<file path="config.mk">
export PLATFORM = sky130hd
export DESIGN_NAME = alu_exec_unit
export DESIGN_NICKNAME = d
export VERILOG_FILES = /design/src/rtl/alu_exec_unit.sv
export SDC_FILE = /design/constraint.sdc
export NUM_CORES = 1
export LEC_CHECK = 0
export BUFFER_PORTS_ARGS = -buffer_cell sky130_fd_sc_hd__buf_2
export CAP_MARGIN = 0
export CORE_MARGIN = 2
export CORE_UTILIZATION = 30
export CTS_CLUSTER_SIZE = 8
export DETAILED_ROUTE_END_ITERATION = 7
export HOLD_SLACK_MARGIN = 0.1
export PLACE_DENSITY = 0.47
export SETUP_SLACK_MARGIN = 0.02
export SLEW_MARGIN = 5
export SYNTH_ARGS = -nofsm -noshare
export SYNTH_HDL_FRONTEND = slang
export SYNTH_SLANG_ARGS = --single-unit
export TNS_END_PERCENT = 20
</file>
<file path="constraint.sdc">
create_clock -name CLK -period 7.5 [get_ports CLK]
set_clock_uncertainty 0.2 [all_clocks]
set_input_delay 0.75 -clock CLK [delete_from_list [all_inputs] [get_ports CLK]]
set_output_delay 0.75 -clock CLK [all_outputs]
set_load 0.005 [all_outputs]
</file>
<file path="src/rtl/alu_exec_unit.sv">
// alu_exec_unit: execute stage sitting after the 8x8 register file.
// On START it latches the operands, opcode and destination, computes the
// result, then drives a one-cycle LD/DONE writeback with D_out, DR and the
// Z/N/C flags.
// Optional feature macro: ALU_MUL_EN. When defined, OP=111 is an 8-cycle
// shift-add multiply. When undefined, OP=111 is MOV (result=B, C=0) on the
// single-cycle path.
module alu_exec_unit #(
  parameter int WIDTH = 8,
  parameter int RADDR = 3
) (
  input  logic             CLK,
  input  logic             RESET,
  input  logic             START,
  input  logic [2:0]       OP,
  input  logic [RADDR-1:0] DR_IN,
  input  logic [WIDTH-1:0] A,
  input  logic [WIDTH-1:0] B,
  output logic             BUSY,
  output logic             DONE,
  output logic             LD,
  output logic [RADDR-1:0] DR,
  output logic [WIDTH-1:0] D_out,
  output logic             Z,
  output logic             N,
  output logic             C
);

  localparam logic [2:0] OP_ADD = 3'b000;
  localparam logic [2:0] OP_SUB = 3'b001;
  localparam logic [2:0] OP_AND = 3'b010;
  localparam logic [2:0] OP_OR  = 3'b011;
  localparam logic [2:0] OP_XOR = 3'b100;
  localparam logic [2:0] OP_SHL = 3'b101;
  localparam logic [2:0] OP_SHR = 3'b110;
`ifdef ALU_MUL_EN
  localparam logic [2:0] OP_MUL = 3'b111;
  localparam int         CW     = $clog2(WIDTH);
  localparam logic [CW-1:0] CNT_LAST = CW'(WIDTH - 1);
`endif

  typedef enum logic [1:0] {
    IDLE = 2'd0,
    EXEC = 2'd1,
`ifdef ALU_MUL_EN
    MUL  = 2'd3,
`endif
    WB   = 2'd2
  } state_t;

  state_t           state;
  logic [WIDTH-1:0] a_reg;
  logic [WIDTH-1:0] b_reg;
  logic [2:0]       op_reg;
  logic [RADDR-1:0] dr_reg;
  logic             ld_q;

  // Carry/borrow/shift-out travels in the extra top bit of alu_full.
  logic [WIDTH:0]   alu_full;
  logic [WIDTH-1:0] alu_res;
  logic             alu_c;

`ifdef ALU_MUL_EN
  logic [2*WIDTH-1:0] acc;
  logic [2*WIDTH-1:0] acc_next;
  logic [CW-1:0]      cnt;

  // One shift-add step: add A shifted by the current bit position when that B bit is set.
  assign acc_next = acc + (b_reg[cnt] ? ({{WIDTH{1'b0}}, a_reg} << cnt) : '0);
`endif

  assign BUSY = (state != IDLE);
  assign LD   = ld_q;
  assign DONE = ld_q;

  // Single-cycle ALU datapath on the latched operands.
  always_comb begin
    // NOTE: default assignment first so every path drives alu_full and no latch is inferred.
    alu_full = '0;
    unique case (op_reg)
      OP_ADD:  alu_full = {1'b0, a_reg} + {1'b0, b_reg};
      OP_SUB:  alu_full = {1'b0, a_reg} - {1'b0, b_reg};
      OP_AND:  alu_full = {1'b0, a_reg & b_reg};
      OP_OR:   alu_full = {1'b0, a_reg | b_reg};
      OP_XOR:  alu_full = {1'b0, a_reg ^ b_reg};
      OP_SHL:  alu_full = {a_reg[WIDTH-1], a_reg << 1};
      OP_SHR:  alu_full = {a_reg[0], a_reg >> 1};
      default: alu_full = {1'b0, b_reg};
    endcase
  end

  assign alu_res = alu_full[WIDTH-1:0];
  assign alu_c   = alu_full[WIDTH];

  // Control FSM with registered writeback outputs.
  always_ff @(posedge CLK or posedge RESET) begin
    if (RESET) begin
      state  <= IDLE;
      a_reg  <= '0;
      b_reg  <= '0;
      op_reg <= '0;
      dr_reg <= '0;
      ld_q   <= 1'b0;
      DR     <= '0;
      D_out  <= '0;
      Z      <= 1'b0;
      N      <= 1'b0;
      C      <= 1'b0;
`ifdef ALU_MUL_EN
      acc    <= '0;
      cnt    <= '0;
`endif
    end else begin
      // NOTE: non-blocking assignments so every register samples pre-edge values.
      ld_q <= 1'b0;
      case (state)
        IDLE: begin
          if (START) begin
            a_reg  <= A;
            b_reg  <= B;
            op_reg <= OP;
            dr_reg <= DR_IN;
`ifdef ALU_MUL_EN
            acc    <= '0;
            cnt    <= '0;
            state  <= (OP == OP_MUL) ? MUL : EXEC;
`else
            state  <= EXEC;
`endif
          end
        end
        EXEC: begin
          D_out <= alu_res;
          Z     <= (alu_res == '0);
          N     <= alu_res[WIDTH-1];
          C     <= alu_c;
          DR    <= dr_reg;
          ld_q  <= 1'b1;
          state <= WB;
        end
`ifdef ALU_MUL_EN
        MUL: begin
          acc <= acc_next;
          cnt <= cnt + CW'(1);
          if (cnt == CNT_LAST) begin
            D_out <= acc_next[WIDTH-1:0];
            Z     <= (acc_next[WIDTH-1:0] == '0);
            N     <= acc_next[WIDTH-1];
            C     <= |acc_next[2*WIDTH-1:WIDTH];
            DR    <= dr_reg;
            ld_q  <= 1'b1;
            state <= WB;
          end
        end
`endif
        WB: begin
          state <= IDLE;
        end
        default: begin
          state <= IDLE;
        end
      endcase
    end
  end

endmodule

</file>
==> impl_metrics.env <==
export IMPL_htree_levels=2
export IMPL_yosysWarnings=0
export IMPL_postPlaceCellArea_um2=2949
export IMPL_cp_common_cell="a21oi_1"
export IMPL_drt_first_pass_iters=4
export IMPL_grt_pass1_wl_mm=11.79
export IMPL_dp_cells=437
export IMPL_max_freq_mhz=268.6
export IMPL_core_um2=8678
export IMPL_drv_slew=0
export IMPL_num_io_pins=42
export IMPL_synthArstFlopShare_pct=100.0
export IMPL_io_buffers=41
export IMPL_cts_sinks=38
export IMPL_grt_start_max_net_pins=39
export IMPL_wl_per_cell_um=15.97
export IMPL_worstSetupStartpointType="register"
export IMPL_yosys_cell_types_count=57
export IMPL_synthFlopType="dfrtp_1"
export IMPL_hold_slack_ps=277.3
export IMPL_grt_pass1_vias=2185
export IMPL_vdd_ir_drop_max_uv=117.2
export IMPL_synth_seq_cells=38
export IMPL_start_util_pct=30.69
export IMPL_overflow=0
export IMPL_fin_crit_ps=3723
export IMPL_ff2ff_path_depth=11
export IMPL_worstPathMaxFanout=24
export IMPL_area_delta_synth_final_pct=15.88
export IMPL_period_share_pct=49.63
export IMPL_hold_viol=0
export IMPL_yosysTopAreaCell="dfrtp_1"
export IMPL_required_ps=7490
export IMPL_cts_tree="yes"
export IMPL_cp_end_kind="register"
export IMPL_die_y_um=98.23
export IMPL_grt_usage_pct=15.18
export IMPL_drc=0
export IMPL_syn_area_per_cell_um2=8.879
export IMPL_antenna_found_initial=0
export IMPL_power_density_nw_per_um2=364.2
export IMPL_relSlewSlack_pct=42.85
export IMPL_cts_resized=0
export IMPL_worstMarginPinSlew_ps=857.2
export IMPL_postSynthCellCount=300
export IMPL_via_count=2228
export IMPL_crit_path_cell_trace="inv_2, nor3_1, a21oi_1, xnor2_1, ha_1, a21oi_1, nand2_1, a211oi_1, mux2i_1, nand4_1, mux2_2"
export IMPL_yosysMostFrequentCell="nand2_1"
export IMPL_post_place_ws_ps=3815
export IMPL_cap_viol_max_count=0
export IMPL_hold_depth=2
export IMPL_outcome="complete, no violations"
export IMPL_final_area_um2=3087
export IMPL_die_w_um=98.23
export IMPL_nets=387
export IMPL_ys_seq_area_share_pct=35.70
export IMPL_layout_cells_non_filler=445
export IMPL_synth_area_um2=2664
export IMPL_synth_top_cells_by_count="44 x nand2_1, 38 x dfrtp_1, 27 x o21ai_0, 25 x ha_1, 24 x inv_1"
export IMPL_clock_path_buffers=2
export IMPL_cpPeakStageDelay_ps=850
export IMPL_routed_via_density=5.007
export IMPL_clock_latency_ps=300
export IMPL_holdBufCountCts=0
export IMPL_gp_congestion=0.8618
export IMPL_p_leak_nw=1.441
export IMPL_yosysTopAreaCellShare_pct=35.70
export IMPL_utilization_pct=35.57
export IMPL_min_path_type="register to register"
export IMPL_syn_num_nets=351
export IMPL_n_antenna_cell=0
export IMPL_die_area_um2=9649
export IMPL_rsz0062_at_grt="false"
export IMPL_dr_first_iter_drc_count=96
export IMPL_postRouteAntennaNets=0
export IMPL_slowest_stage="dfrtp_1"
export IMPL_drive_gt1_share_pct=20.47
export IMPL_place_hpwl_mm=5.160
export IMPL_post_cts_buffers=0
export IMPL_crit_type="register to register"
export IMPL_setup_slack_ps=3777
export IMPL_synth_edf_count=0
export IMPL_setup_violations=0
export IMPL_routed_wl_mm=7.106
export IMPL_numCtsBuffers=5
export IMPL_cts_reportedPaths_clkPinSlew_ps=80
export IMPL_fp_row_count=34
export IMPL_synth_area_top_cells="dfrtp_1 36%, ha_1 12%, nand2_1 6.2%"
export IMPL_timing_setup_tns_ps=0
export IMPL_crit_arrival_ps=3710
export IMPL_p_total_mw=1.124
export IMPL_root_buffer="clkbuf_8"
## area by class of cell
cell class / instances / area (µm²)
clock buffer: 5 / 68.82
sequential: 38 / 950.9
tap: 108 / 135.1
timing repair buffer: 44 / 227.7
inverter: 26 / 97.59
fill: 928 / 5592
multi-input combinational: 221 / 1538
clock inverter: 3 / 68.82
## cell families (layout without fill, tap and decap cells)
kind of cell    Yosys count  in the layout  share of synthesized area [%]
mux                      12             12                          5.307
xor+xnor                  8              8                          2.630
simple gates             93             93                          16.77
flops                    38             38                          35.70
buf+inv                  41             78                          6.670
compound gates           82             82                          20.43
fa+ha+maj                26             26                          12.49
## final timing paths
check                           startpoint  slack (ps)       end
worst max-delay path             op_reg[0]        3780  D_out[7]
worst min-delay path              D_out[0]         280  D_out[0]
worst max register to register   op_reg[0]        3780  D_out[7]
worst min register to register    D_out[0]         280  D_out[0]
max in group asynchronous            RESET        6400  a_reg[4]
min in group asynchronous            RESET         350     DR[1]
## critical path: cells and delay by family (launching register included)
family / cells / cell delay [ps]
xor+xnor: 1 / 150
flops: 1 / 850
mux: 2 / 530
compound gates: 3 / 610
buf+inv: 1 / 270
fa+ha+maj: 1 / 360
simple gates: 3 / 630
## layer usage
metal | wire length (µm) | track usage (%) | part of all wire, %
met4 | 102 | 3.899 | 1.4
met2 | 3076 | 22.60 | 43
met1 | 3640 | 22.54 | 51
met3 | 286 | 3.006 | 4.0
met5 | 0 | 0 | 0
## cells in the final DEF (no fill, tap or decap), types with 3 or more instances in the layout
cell type  instances
a21oi_1           15
a22oi_1            3
buf_2             41
buf_4              3
clkbuf_8           5
dfrtp_1           38
ha_1              25
inv_1             24
mux2_2             5
mux2i_1            4
nand2_1           44
nand2b_1           7
nand3_1            9
nand4_1            4
nor2_1            11
o211ai_1           3
o21a_1             3
o21ai_0           27
o21ai_1            4
o22ai_1            3
xnor2_1            7
## where the power goes
group | total (mW) | leakage (nW) | internal (mW) | switching (mW)
Combinational | 0.572 | 0.904 | 0.251 | 0.320
Sequential | 0.336 | 0.469 | 0.266 | 0.0705
Clock | 0.217 | 0.0683 | 0.133 | 0.0832
Total | 1.12 | 1.44 | 0.650 | 0.474
Note: power is estimated with default switching activity, not from simulation.
